## config.mk

```make
export PLATFORM = sky130hd
export DESIGN_NAME = uart_tx_flat
export DESIGN_NICKNAME = d
export VERILOG_FILES = /design/src/rtl/uart_pkg.sv /design/src/rtl/uart_tx_if.sv /design/src/rtl/uart_tx.sv /design/src/flat_wrapper.sv
export SDC_FILE = /design/constraint.sdc
export NUM_CORES = 1
export LEC_CHECK = 0
export BUFFER_PORTS_ARGS = -buffer_cell sky130_fd_sc_hd__buf_2
export CAP_MARGIN = 5
export CORE_ASPECT_RATIO = 1.75
export CORE_MARGIN = 2
export CORE_UTILIZATION = 57
export CTS_CLUSTER_DIAMETER = 40
export DETAILED_ROUTE_END_ITERATION = 7
export GPL_ROUTABILITY_DRIVEN = 0
export PLACE_DENSITY_LB_ADDON = 0.1
export SYNTH_ARGS = -nofsm -noshare
export SYNTH_HDL_FRONTEND = slang
export SYNTH_SLANG_ARGS = --single-unit
```

## constraint.sdc

```tcl
create_clock -name clk -period 3.8 [get_ports clk]
set_clock_uncertainty 0.05 [all_clocks]
set_input_delay 0.57 -clock clk [delete_from_list [all_inputs] [get_ports clk]]
set_output_delay 0.57 -clock clk [all_outputs]
set_load 0.02 [all_outputs]
```

## src/rtl/uart_pkg.sv

```systemverilog
// uart_pkg: types and constants shared by the UART transmitter and receiver.
//   tx_state_t       - transmitter frame state
//   uart_frame_cfg_t - per-frame line format (parity, data length, stop bits)
//   UART_DATA_W      - width of the parallel data word
package uart_pkg;

  localparam int UART_DATA_W = 8;

  typedef enum logic [2:0] {
    IDLE,
    START,
    DATA,
    PARITY,
    STOP
  } tx_state_t;

  typedef struct packed {
    logic parity_enable;  // append a parity bit after the data bits
    logic parity_odd;     // 1 = odd parity, 0 = even parity
    logic data_len_7bit;  // 1 = 7 data bits, 0 = 8 data bits
    logic stop_2;         // 1 = two stop bits
  } uart_frame_cfg_t;

endpackage

```

## src/rtl/uart_tx_if.sv

```systemverilog
// uart_tx_if: valid/ready byte stream into the UART transmitter.
//   tx_data  - byte to send (source -> transmitter)
//   tx_valid - tx_data valid (source -> transmitter)
//   tx_ready - transmitter can accept a byte (transmitter -> source)
// Modports: master = byte source (register/FIFO front end), slave = uart_tx.
interface uart_tx_if;
  import uart_pkg::*;

  logic [UART_DATA_W-1:0] tx_data;
  logic                   tx_valid;
  logic                   tx_ready;

  modport master (output tx_data, output tx_valid, input tx_ready);
  modport slave  (input tx_data, input tx_valid, output tx_ready);

endinterface

```

## src/rtl/uart_tx.sv

```systemverilog
// uart_tx: UART transmitter. Serialises bytes onto txd as
//   start / data (LSB first) / optional parity / one or two stop bits.
// Bit timing: osr_value oversample ticks per bit (0 means 2**OSR_W).
// A one-entry holding register lets frames go out back-to-back with no gap.
// Ports:
//   clk, rst       - clock, synchronous active-high reset
//   enable         - global UART enable
//   tx_enable      - transmitter enable
//   parity_enable, parity_odd, data_len_7bit, stop_2 - frame format,
//                    latched when a byte moves into the shift register
//   osr_tick       - one-cycle oversample strobe
//   osr_value      - ticks per bit
//   tx_if          - valid/ready byte stream (slave side)
//   txd            - serial line, idle high (registered)
//   tx_done        - one-cycle pulse on the cycle the last stop bit ends
//   busy           - frame in progress or holding register full
module uart_tx
  import uart_pkg::*;
#(
  parameter int OSR_W = 8
) (
  input  logic             clk,
  input  logic             rst,
  input  logic             enable,
  input  logic             tx_enable,
  input  logic             parity_enable,
  input  logic             parity_odd,
  input  logic             data_len_7bit,
  input  logic             stop_2,
  input  logic             osr_tick,
  input  logic [OSR_W-1:0] osr_value,
  uart_tx_if.slave         tx_if,
  output logic             txd,
  output logic             tx_done,
  output logic             busy
);

  tx_state_t              state_q, state_d;
  logic [OSR_W-1:0]       phase_q, phase_d;
  logic [2:0]             bit_idx_q, bit_idx_d;
  logic                   stop_cnt_q, stop_cnt_d;
  logic [UART_DATA_W-1:0] shift_q, shift_d;
  logic                   par_acc_q, par_acc_d;
  uart_frame_cfg_t        cfg_q, cfg_d;
  logic [UART_DATA_W-1:0] hold_q, hold_d;
  logic                   hold_full_q, hold_full_d;
  logic                   txd_q, txd_d;

  logic                   en;
  logic                   xfer;
  logic                   bit_end;
  logic                   load;
  logic                   frame_end;
  logic [2:0]             last_idx;

  assign en = enable & tx_enable;

  assign tx_if.tx_ready = en & ~hold_full_q & ~rst;
  assign xfer           = tx_if.tx_valid & tx_if.tx_ready;

  // The subtraction is kept at OSR_W bits, so osr_value = 0 compares
  // against all-ones and a bit lasts 2**OSR_W ticks.
  assign bit_end = osr_tick && (phase_q == (osr_value - OSR_W'(1)));

  assign last_idx = cfg_q.data_len_7bit ? 3'd6 : 3'd7;

  assign txd  = txd_q;
  assign busy = (state_q != IDLE) | hold_full_q;

  // ---------------------------------------------------------------------
  // State register
  // ---------------------------------------------------------------------
  // NOTE: sequential state is updated with non-blocking assignments so every
  // register samples the values from before the clock edge.
  always_ff @(posedge clk) begin
    if (rst) begin
      state_q     <= IDLE;
      phase_q     <= '0;
      bit_idx_q   <= '0;
      stop_cnt_q  <= 1'b0;
      shift_q     <= '0;
      par_acc_q   <= 1'b0;
      cfg_q       <= '0;
      hold_full_q <= 1'b0;
      txd_q       <= 1'b1;
    end else begin
      state_q     <= state_d;
      phase_q     <= phase_d;
      bit_idx_q   <= bit_idx_d;
      stop_cnt_q  <= stop_cnt_d;
      shift_q     <= shift_d;
      par_acc_q   <= par_acc_d;
      cfg_q       <= cfg_d;
      hold_full_q <= hold_full_d;
      txd_q       <= txd_d;
    end
  end

  // NOTE: the holding data is not reset; hold_full_q alone says whether it
  // holds anything, so its contents are never observed while stale.
  always_ff @(posedge clk) begin
    hold_q <= hold_d;
  end

  // ---------------------------------------------------------------------
  // Next-state logic
  // ---------------------------------------------------------------------
  // NOTE: every signal written here gets a default first, so no path leaves
  // a value unassigned and no latch is inferred.
  always_comb begin
    state_d     = state_q;
    phase_d     = phase_q;
    bit_idx_d   = bit_idx_q;
    stop_cnt_d  = stop_cnt_q;
    shift_d     = shift_q;
    par_acc_d   = par_acc_q;
    cfg_d       = cfg_q;
    hold_d      = hold_q;
    hold_full_d = hold_full_q;
    load        = 1'b0;
    frame_end   = 1'b0;

    if (!en) begin
      // Disable truncates the frame and drops any queued byte.
      state_d     = IDLE;
      phase_d     = '0;
      bit_idx_d   = '0;
      stop_cnt_d  = 1'b0;
      par_acc_d   = 1'b0;
      hold_full_d = 1'b0;
    end else begin
      if (state_q != IDLE && osr_tick) begin
        phase_d = bit_end ? '0 : phase_q + OSR_W'(1);
      end

      unique case (state_q)
        IDLE: load = hold_full_q;
        START: begin
          if (bit_end) begin
            state_d   = DATA;
            bit_idx_d = '0;
          end
        end
        DATA: begin
          if (bit_end) begin
            par_acc_d = par_acc_q ^ shift_q[bit_idx_q];
            if (bit_idx_q == last_idx) begin
              state_d    = cfg_q.parity_enable ? PARITY : STOP;
              stop_cnt_d = 1'b0;
            end else begin
              bit_idx_d = bit_idx_q + 3'd1;
            end
          end
        end
        PARITY: begin
          if (bit_end) begin
            state_d    = STOP;
            stop_cnt_d = 1'b0;
          end
        end
        STOP: begin
          if (bit_end) begin
            if (stop_cnt_q == cfg_q.stop_2) begin
              frame_end = 1'b1;
              if (hold_full_q) load = 1'b1;
              else             state_d = IDLE;
            end else begin
              stop_cnt_d = 1'b1;
            end
          end
        end
        default: state_d = IDLE;
      endcase

      if (load) begin
        state_d     = START;
        shift_d     = hold_q;
        cfg_d       = '{parity_enable: parity_enable, parity_odd: parity_odd,
                        data_len_7bit: data_len_7bit, stop_2: stop_2};
        hold_full_d = 1'b0;
        phase_d     = '0;
        bit_idx_d   = '0;
        stop_cnt_d  = 1'b0;
        par_acc_d   = 1'b0;
      end

      if (xfer) begin
        hold_d      = tx_if.tx_data;
        hold_full_d = 1'b1;
      end
    end
  end

  // ---------------------------------------------------------------------
  // Outputs: txd is registered from the next state so the line changes
  // exactly on the edge that enters a bit.
  // ---------------------------------------------------------------------
  always_comb begin
    txd_d   = 1'b1;
    tx_done = frame_end & ~rst;
    unique case (state_d)
      START:   txd_d = 1'b0;
      DATA:    txd_d = shift_d[bit_idx_d];
      PARITY:  txd_d = par_acc_d ^ cfg_d.parity_odd;
      default: txd_d = 1'b1;
    endcase
  end

endmodule

```

## src/flat_wrapper.sv

```systemverilog
// flat-port wrapper written by rule: the top's interface ports become plain ports
module uart_tx_flat import uart_pkg::*;
#(
  parameter int OSR_W = 8
)
  (clk, rst, enable, tx_enable, parity_enable, parity_odd, data_len_7bit, stop_2, osr_tick, osr_value, txd, tx_done, busy, tx_if_tx_data, tx_if_tx_valid, tx_if_tx_ready);
  uart_tx_if tx_if_i ();
  input  logic clk;
  input  logic rst;
  input  logic enable;
  input  logic tx_enable;
  input  logic parity_enable;
  input  logic parity_odd;
  input  logic data_len_7bit;
  input  logic stop_2;
  input  logic osr_tick;
  input  logic [OSR_W-1:0] osr_value;
  output logic txd;
  output logic tx_done;
  output logic busy;
  input wire logic [$bits(tx_if_i.tx_data)-1:0] tx_if_tx_data;
  input wire logic [$bits(tx_if_i.tx_valid)-1:0] tx_if_tx_valid;
  output wire logic [$bits(tx_if_i.tx_ready)-1:0] tx_if_tx_ready;
  assign tx_if_i.tx_data = tx_if_tx_data;
  assign tx_if_i.tx_valid = tx_if_tx_valid;
  assign tx_if_tx_ready = tx_if_i.tx_ready;
  uart_tx #(.OSR_W(OSR_W)) u_core (.clk(clk), .rst(rst), .enable(enable), .tx_enable(tx_enable), .parity_enable(parity_enable), .parity_odd(parity_odd), .data_len_7bit(data_len_7bit), .stop_2(stop_2), .osr_tick(osr_tick), .osr_value(osr_value), .tx_if(tx_if_i), .txd(txd), .tx_done(tx_done), .busy(busy));
endmodule
```

==> metrics.md, run 1 <==
| Metric | Value |
|---|---|
| Setup violators final | 0 |
| Starting density of the core | 0.594 |
| Largest family of logic cells by synthesized area | simple AND/OR/NAND/NOR gates |
| Number of sinks on the clock net | 38 |
| Crit-path leading delay family | compound AO/OA/AOI/OAI gates |
| Number of cells on the critical path | 12 |
| Reg-to-reg critical path endpoint | u_core.txd |
| Data arrival, critical path | 3.60 ns |
| Root Driver | clkbuf_8 |
| CTS H-tree lvls | 2 |
| Register bit count reported by yosys | 38 |
| Data required, critical path | 3.91 ns |
| Share of flip-flops with an asynchronous set or reset | 0 |
| Wirelength per Cell | 16.1 um |
| Delay of the slowest cell on the worst path | 0.52 ns |
| Resized Gates After CTS | 0 |
| Top-area cell type share of the netlist area | 0.279 |
| Fraction of final layout cells sized beyond drive strength 1 | 0.223 |
| Placeable core region | 3630 um^2 |
| GR Util All Layers | 0.262 |
| Hold buffers post-CTS | 0 |
| Area growth from synthesis to final layout | 14.6% |
| Nets | 292 |
| Cell with the biggest individual delay on the critical path | or4b_1 |
| Total Wirelength | 5.00 mm |
| Share of the yosys chip area belonging to registers | 0.390 |
| Synth Area in Adders | 0.0174 |
| Register-to-register setup slack | 0.63 ns |
| Number of input and output port buffers inserted | 29 |
| Type of the most critical hold path | in2reg |
| Initial DRC Count | 17 |
| Overall die width | 50.5 um |
| Portion of netlist area occupied by mux cells | 0.103 |
| Startpoint Class | primary input |
| Total setup buffers inserted after CTS | 0 |
| Sum of overflow across all layers after global routing | 0 |
| Period utilisation layout | 0.918 |
| Detailed placement HPWL | 4.01 mm |
| Initial antenna violation count | 0 |
| Post-Synth Simple-Gate Area | 0.240 |
| Top FF cell, synth | dfxtp_1 |
| Critical Setup Path Class | in2reg |
| Worst-path fanout max | 8 |
| Remaining DRCs | 0 |
| Clk slew on worst S/H paths | 0.08 ns |
| Sum of buffers and inverters on the critical path | 2 |
| Depth of the most critical reg-to-reg path | 9 |
| Endpoint of the worst setup timing path | u_core.txd |
| Total vias in the final route | 1813 |
| Length of the first detailed-routing pass in iterations | 5 |
| Maximum count of clock buffers along a single path | 2 |
| TritonCTS buffer count | 5 |
| I/O pin count | 30 |
| Cell chain of the critical path | buf_2, inv_1, ha_1, o21bai_1, a2111oi_0, a311o_1, o211a_1, mux2_2, o21ai_1, and3b_1, o211a_1, or4b_1 |
| CTS tree | done |
| Kind of end point of the critical path | flop |
| Summed negative setup slack over all endpoints | 0 ns |
| Tightest slew margin relative to the limit | 0.699 |
| Net count of the mapped netlist | 255 |
| Number of synthesized flops with an enable pin | 8 |
| Final Max Tran Viols | 0 |
| Top cell by count, worst path | o211a_1 |
| Number of warnings printed during yosys synthesis | 0 |
| Antenna cell count | 0 |
| Synthesized-area fraction occupied by xor and xnor cells | 0.0813 |
| Number of cell rows | 29 |
| Insertion delay to the later sink of the worst-skew pair | 0.29 ns |
| Largest cells by area after synthesis | dfxtp_1, edfxtp_1, nor2_1, xor2_1, mux2i_1 |
| Achievable Freq | 0.287 GHz |
| Count of endpoints failing hold in the final timing report | 0 |
| Leakage Power | 1.10 nW |
| Power per Cell Area | 310 nW/um^2 |
| Final core utilization | 0.681 |
| Max IR drop VDD | 0.000322 V |
| First-pass GRT wire length | 8.37 mm |
| # Max-Cap Violations | 0 |
| Number of library cell types mapped by synthesis | 48 |
| Largest net degree at the start of global routing | 17 |
| Leading area contributor after synthesis | dfxtp_1 |
| Transition at the pin with the smallest max-transition slack | 0.447 ns |
| RSZ-0062 raised after global routing | no |
| Post-Syn Instances | 226 |
| Number of global-route vias before repair | 1884 |
| Shortest clock period the worst path allows after layout | 3.49 ns |
| Per-cell via count in the routed design | 5.85 |
| Worst setup path startpoint | osr_value[0] |
| Area of the mapped netlist | 2150 um^2 |
| Post-route antenna net violation count | 0 |
| Status | finished, final reports clean |
| Synthesized area divided by synthesized cell count | 9.53 um^2 |
| Post-synthesis compound-gate area fraction | 0.135 |
| Die Height | 85.3 um |
| Die Footprint | 4310 um^2 |
| Startpoint of the worst register-to-register path | u_core.phase_q[7] |
==> metal layers <==
metal | up-vias | wire (um) | track usage
met1 | 833 | 1780 | 0.226
li1 | 897 | - | -
met5 | - | 0 | 0
met2 | 58 | 2730 | 0.499
met3 | 25 | 146 | 0.0511
met4 | 0 | 342 | 0.199
==> logic make-up (layout without fill, tap and decap cells) <==
kind of cell	after synthesis	count (layout)
muxes	19	19
buffers and inverters	13	51
and+or+nand+nor	98	98
adders and majority gates	3	3
DFF	38	38
AOI/OAI and AO/OA	35	35
xor gates and xnor gates	20	20
==> cells in the mapped netlist (2+ instances only) <==
cell and instances:
and3_1 6, mux4_2 2, o21bai_1 2, mux2i_1 12
o21ai_0 2, nor2_1 33, nor2b_1 4, mux2_2 5
or3_1 2, dfxtp_1 30, a211oi_1 2, o2111ai_1 2
o211a_1 2, o21a_1 2, a21oi_1 3, edfxtp_1 8
nor3_1 9, buf_6 3, a311o_1 2, xor2_1 14
ha_1 3, a31oi_1 5, nor4_1 3, nand3_1 6
xnor2_1 6, nand2_1 11, clkbuf_1 6, and3b_1 2
a21o_1 3, nand2b_1 6, inv_1 4, nand4_1 5
and2_1 6
==> registers in the layout, indices dropped and copies added (netlist names) <==
signal and flops:
u_core.par_acc_q 1, u_core.hold_q 8, u_core.phase_q 8, u_core.bit_idx_q 3, u_core.shift_q 8, u_core.hold_full_q 1
u_core.state_q 3, u_core.txd 1, u_core.cfg_q 4, u_core.stop_cnt_q 1
==> cell type report <==
type,instances,area [um^2]
clock buffer,6,82.6
tap,46,57.6
inverter,4,15.0
timing repair buffer,39,220
multi-input combinational,175,1240
clock inverter,2,11.3
sequential,38,841
fill,341,1160
==> layout by cell type (no fill, tap or decap), types with 8 or more instances in the layout <==
master / netlist / routed
nor2_1: 33 / 33
buf_4: 0 / 10
nor3_1: 9 / 9
buf_2: 0 / 29
edfxtp_1: 8 / 8
xor2_1: 14 / 14
nand2_1: 11 / 11
dfxtp_1: 30 / 30
mux2i_1: 12 / 12
==> metrics by stage <==
stage	std cells	setup slack [ns]	power, W	hold WS [ns]	area (um^2)
2_1_floorplan	226	0.244	0.000457	0.394	2150
4_1_cts	310	0.333	0.000769	0.395	2470
3_5_place_dp	302	0.0265	0.000488	0.410	2380
3_3_place_gp	302	0.0685	0.000487	0.406	2380
6_report	310	0.312	0.000765	0.399	2470
5_1_grt	310	0.0966	0.000795	0.382	2470
==> report_power, final <==
group          switching [W]  internal [W]
Sequential        0.00000200      0.000415
Combinational      0.0000346     0.0000275
Clock               0.000141      0.000146
==> how the worst min path moves through the flow <==
stage	from	end	depth (start not counted)
floorplan	u_core.stop_cnt_q	u_core.stop_cnt_q	2
global placement	u_core.stop_cnt_q	u_core.stop_cnt_q	2
detailed placement	u_core.stop_cnt_q	u_core.stop_cnt_q	2
CTS	tx_if_tx_data[3]	u_core.hold_q[3]	1
global route	tx_if_tx_data[3]	u_core.hold_q[3]	1
finish	tx_if_tx_data[3]	u_core.hold_q[3]	1
No activity file was read; power rests on OpenSTA's default activity.
==> run 2, diff against run 1 <==
--- a/config.mk
+++ b/config.mk
@@ -5,13 +5,13 @@
 export SDC_FILE = /design/constraint.sdc
 export NUM_CORES = 1
 export LEC_CHECK = 0
-export BUFFER_PORTS_ARGS = -buffer_cell sky130_fd_sc_hd__buf_2
 export CAP_MARGIN = 5
 export CORE_ASPECT_RATIO = 1.75
 export CORE_MARGIN = 2
-export CORE_UTILIZATION = 57
+export CORE_UTILIZATION = 63
 export CTS_CLUSTER_DIAMETER = 40
 export DETAILED_ROUTE_END_ITERATION = 7
+export DONT_BUFFER_PORTS = 1
 export GPL_ROUTABILITY_DRIVEN = 0
 export PLACE_DENSITY_LB_ADDON = 0.1
 export SYNTH_ARGS = -nofsm -noshare
==> constraint.sdc (replaced) <==
create_clock -name clk -period 3.8 [get_ports clk]
set_clock_uncertainty 0.05 [all_clocks]
set_input_delay 0.57 -clock clk [delete_from_list [all_inputs] [get_ports clk]]
set_output_delay 0.57 -clock clk [all_outputs]
set_load 0.1 [all_outputs]
==> metrics.md, run 2 (same netlist as run 1, synthesis figures left out) <==
| Metric | Value |
|---|---|
| Overall die width | 48.2 um |
| Shortest clock period the worst path allows after layout | 3.37 ns |
| Startpoint of the worst register-to-register path | u_core.phase_q[7] |
| Summed negative setup slack over all endpoints | 0 ns |
| Initial DRC Count | 72 |
| Area growth from synthesis to final layout | 9.06% |
| GR Util All Layers | 0.267 |
| Hold buffers post-CTS | 0 |
| Placeable core region | 3330 um^2 |
| Detailed placement HPWL | 3.93 mm |
| First-pass GRT wire length | 7.16 mm |
| Largest net degree at the start of global routing | 17 |
| Total Power | 0.000744 W |
| Delay of the slowest cell on the worst path | 0.45 ns |
| Resized Gates After CTS | 0 |
| Nets | 259 |
| Instance count along the most critical hold path | 1 |
| Root Driver | clkbuf_8 |
| I/O pin count | 30 |
| Worst-path fanout max | 16 |
| Antenna cell count | 0 |
| Wirelength per Cell | 17.8 um |
| Sum of buffers and inverters on the critical path | 1 |
| Period utilisation layout | 0.886 |
| Number of cell rows | 28 |
| Hold Startpoint | rst |
| Length of the first detailed-routing pass in iterations | 4 |
| Setup violators final | 0 |
| Power per Cell Area | 317 nW/um^2 |
| Crit-path leading delay family | compound AO/OA/AOI/OAI gates |
| Insertion delay to the later sink of the worst-skew pair | 0.29 ns |
| Fill count | 264 |
| Die Footprint | 3920 um^2 |
| Most common cell after layout, fill and taps aside | nor2_1 |
| Clk slew on worst S/H paths | 0.07 ns |
| Non-filler cells in the finished layout | 276 |
| Max IR drop VDD | 0.000316 V |
| Number of cells on the critical path | 10 |
| Fraction of final layout cells sized beyond drive strength 1 | 0.126 |
| Count of endpoints failing hold in the final timing report | 0 |
| Total setup buffers inserted after CTS | 0 |
| Register-to-register setup slack | 0.43 ns |
| Largest registers in the final layout | u_core.hold_q: 8 flops, u_core.phase_q: 8 flops, u_core.shift_q: 8 flops |
| CTS H-tree lvls | 2 |
| Achievable Freq | 0.297 GHz |
| Type of the most critical hold path | in2reg |
| Design area | 2350 um^2 |
| Die Height | 81.4 um |
| Total Wirelength | 4.90 mm |
| Initial antenna violation count | 0 |
| Data arrival, critical path | 3.48 ns |
| Cell with the biggest individual delay on the critical path | or4b_1 |
| Data required, critical path | 3.92 ns |
| Total vias in the final route | 1707 |
| Starting density of the core | 0.647 |
| Worst setup path startpoint | u_core.phase_q[7] |
| Critical Setup Path Class | reg2reg |
| Number of input and output port buffers inserted | 0 |
| Top cell by count, worst path | a311o_1 |
| Remaining DRCs | 0 |
| Sum of overflow across all layers after global routing | 0 |
| Per-cell via count in the routed design | 6.18 |
| Number of global-route vias before repair | 1598 |
| RSZ-0062 raised after global routing | no |
| Startpoint Class | flop |
| Multi-input combinational cell area | 1270 um^2 |
| # Max-Cap Violations | 0 |
| Cell chain of the critical path | xor2_1, a2111oi_0, a311o_1, o211a_1, buf_4, a311o_1, nor2_1, mux2_2, and3_1, or4b_1 |
| Maximum count of clock buffers along a single path | 2 |
| Leakage Power | 0.969 nW |
| Final Max Tran Viols | 0 |
| Depth of the most critical reg-to-reg path | 10 |
| Kind of end point of the critical path | flop |
| Post-route antenna net violation count | 0 |
| Cell count after placement | 268 |
| Highest-count cells in the layout ignoring fill and taps | nor2_1, dfxtp_1, xor2_1, mux2i_1, nand2_1 |
| CTS tree | done |
| Reg area | 841 um^2 |
| Placed inst area | 2260 um^2 |
| TritonCTS buffer count | 5 |
| Tightest slew margin relative to the limit | 0.315 |
| Number of sinks on the clock net | 38 |
| Status | finished, final reports clean |
| Transition at the pin with the smallest max-transition slack | 1.03 ns |
-- run 2: cell count changes in the layout (fill, tap and decap cells not counted) --
cell / change
nor4_1: -1
buf_12: +1
nor3_2: +1
inv_4: -1
buf_4: -6
ha_2: +1
nor3_1: -1
a31oi_1: -1
nor4_4: +1
clkbuf_16: +1
clkbuf_1: +1
buf_2: -29
ha_1: -1
a31oi_2: +1
-- run 2: per-stage QoR --
stage               hold WS [ns]   util  setup WS, ns
finish                     0.289  0.706         0.433
global route               0.287  0.706         0.336
CTS                        0.286  0.706         0.461
detailed placement         0.414  0.679         0.187
global placement           0.411  0.679         0.229
floorplan                  0.394      -        0.0213
-- run 2: where the power goes --
part	leakage, nW	total [W]	switching [W]	internal [W]
Sequential	0.314	0.000417	0.00000247	0.000415
Clock	0.0482	0.000281	0.000135	0.000146
Combinational	0.607	0.0000458	0.0000280	0.0000178
-- run 2: cell type report --
| type | instances | share of cell area |
|---|---|---|
| clock inverter | 1 | 0.00213 |
| inverter | 4 | 0.00639 |
| timing repair buffer | 6 | 0.0319 |
| clock buffer | 7 | 0.0367 |
| sequential | 38 | 0.358 |
| multi-input combinational | 175 | 0.541 |
| tap | 45 | 0.0240 |
-- run 2: worst paths after layout --
check	to
worst max-delay path	u_core.txd
worst min-delay path	u_core.cfg_q[0]
worst max register to register	u_core.txd
worst min register to register	u_core.stop_cnt_q
-- run 2: metal layers --
layer	global-route usage	up-vias	wire length [um]
met5	0	-	0
met4	0.130	0	148
met3	0.0533	12	136
met2	0.526	42	2900
met1	0.218	818	1720
li1	-	835	-
==> run 3, diff against run 2 <==
==> constraint.sdc (replaced) <==
create_clock -name clk -period 3.8 [get_ports clk]
set_clock_uncertainty 0.05 [all_clocks]
set_input_delay 0.57 -clock clk [delete_from_list [all_inputs] [get_ports clk]]
set_output_delay 0.57 -clock clk [all_outputs]
set_load 0.005 [all_outputs]
==> metrics.md, run 3 (same netlist as run 1, synthesis figures left out) <==
| Metric | Value |
|---|---|
| Status | finished, final reports clean |
| Post-route antenna net violation count | 0 |
| Register-to-register setup slack | 0.43 ns |
| Period utilisation layout | 0.892 |
| Maximum count of clock buffers along a single path | 2 |
| Area growth from synthesis to final layout | 6.16% |
| Power per Cell Area | 313 nW/um^2 |
| TritonCTS buffer count | 5 |
| Post-Place Worst Slack | 0.131 ns |
| Worst-path fanout max | 8 |
| Number of cell rows | 28 |
| Highest-count cells in the layout ignoring fill and taps | nor2_1, dfxtp_1, xor2_1, mux2i_1, nand2_1 |
| Total Wirelength | 5.06 mm |
| Delay of the slowest cell on the worst path | 0.51 ns |
| Data required, critical path | 3.92 ns |
| Count of endpoints failing hold in the final timing report | 0 |
| Number of global-route vias before repair | 1723 |
| Die Footprint | 3920 um^2 |
| Insertion delay to the later sink of the worst-skew pair | 0.29 ns |
| Nets | 260 |
| Detailed placement HPWL | 4.07 mm |
| Transition at the pin with the smallest max-transition slack | 0.510 ns |
| Wirelength per Cell | 18.3 um |
| Cell chain of the critical path | inv_1, ha_1, nor2b_1, or3_1, a31oi_1, o211a_1, buf_4, a311o_1, buf_4, nor2_1, and3b_1, o211a_1, or4b_1 |
| Kind of end point of the critical path | flop |
| Fraction of final layout cells sized beyond drive strength 1 | 0.103 |
| Initial DRC Count | 29 |
| Total vias in the final route | 1720 |
| Antenna cell count | 0 |
| Die Height | 81.4 um |
| Setup slack after layout | 0.410 ns |
| Per-cell via count in the routed design | 6.21 |
| RSZ-0062 raised after global routing | no |
| Data arrival, critical path | 3.51 ns |
| Final core utilization | 0.687 |
| First-pass GRT wire length | 7.58 mm |
| Most common cell after layout, fill and taps aside | nor2_1 |
| Shortest clock period the worst path allows after layout | 3.39 ns |
| Initial antenna violation count | 0 |
| Final Max Tran Viols | 0 |
| Resized Gates After CTS | 0 |
| Cell with the biggest individual delay on the critical path | or4b_1 |
| GR Util All Layers | 0.284 |
| Non-filler cells in the finished layout | 277 |
| Critical Setup Path Class | in2reg |
| Length of the first detailed-routing pass in iterations | 4 |
| # Max-Cap Violations | 0 |
| Cell count after placement | 269 |
| Remaining DRCs | 0 |
| Type of the most critical hold path | in2reg |
| Root Driver | clkbuf_8 |
| Setup violators final | 0 |
| Leakage Power | 0.956 nW |
| Total setup buffers inserted after CTS | 0 |
| Number of sinks on the clock net | 38 |
| Hold buffers post-CTS | 0 |
| Max IR drop VDD | 0.000392 V |
| Sum of buffers and inverters on the critical path | 3 |
| CTS tree | done |
| Tightest slew margin relative to the limit | 0.657 |
| Overall die width | 48.2 um |
| Startpoint Class | primary input |
| Placeable core region | 3330 um^2 |
| Number of input and output port buffers inserted | 0 |
| I/O pin count | 30 |
| Crit-path leading delay family | simple AND/OR/NAND/NOR gates |
| Fill count | 281 |
| Summed negative setup slack over all endpoints | 0 ns |
| Sum of overflow across all layers after global routing | 0 |
| Starting density of the core | 0.647 |
| Reg area | 841 um^2 |
| Clk slew on worst S/H paths | 0.07 ns |
| Multi-input combinational cell area | 1240 um^2 |
| Largest net degree at the start of global routing | 17 |
| Achievable Freq | 0.295 GHz |
| Largest registers in the final layout | u_core.hold_q: 8 flops, u_core.phase_q: 8 flops, u_core.shift_q: 8 flops |
| CTS H-tree lvls | 2 |
==> run 3: layout make-up <==
type,count,share of cell area
multi-input combinational,175,0.543
inverter,4,0.00656
clock buffer,8,0.0350
sequential,38,0.368
tap,45,0.0246
timing repair buffer,7,0.0230
==> run 3: metrics by stage <==
stage	instance area, um^2	hold slack [ns]	power (W)
CTS	2290	0.287	0.000719
finish	2290	0.286	0.000717
global placement	2210	0.416	0.000460
global route	2290	0.272	0.000743
floorplan	2150	0.394	0.000456
detailed placement	2210	0.421	0.000462
==> run 3: path summary, 6_finish.rpt <==
check                           depth (start not counted)                 to               from
worst max-delay path                                   13         u_core.txd       osr_value[0]
worst min register to register                          2  u_core.stop_cnt_q  u_core.stop_cnt_q
worst max register to register                         11         u_core.txd  u_core.phase_q[7]
worst min-delay path                                    1    u_core.cfg_q[0]                rst
==> run 3: routing by layer <==
layer	share of wire	GRT usage	routed length (um)
met3	0.036	0.0711	180
met4	0.055	0.189	276
met5	0	0	0
met1	0.35	0.240	1750
met2	0.56	0.520	2850
==> run 3: report_power, final <==
group          internal [W]  switching [W]
combinational     0.0000155      0.0000209
clock              0.000130       0.000133
sequential         0.000415     0.00000187
total              0.000561       0.000156
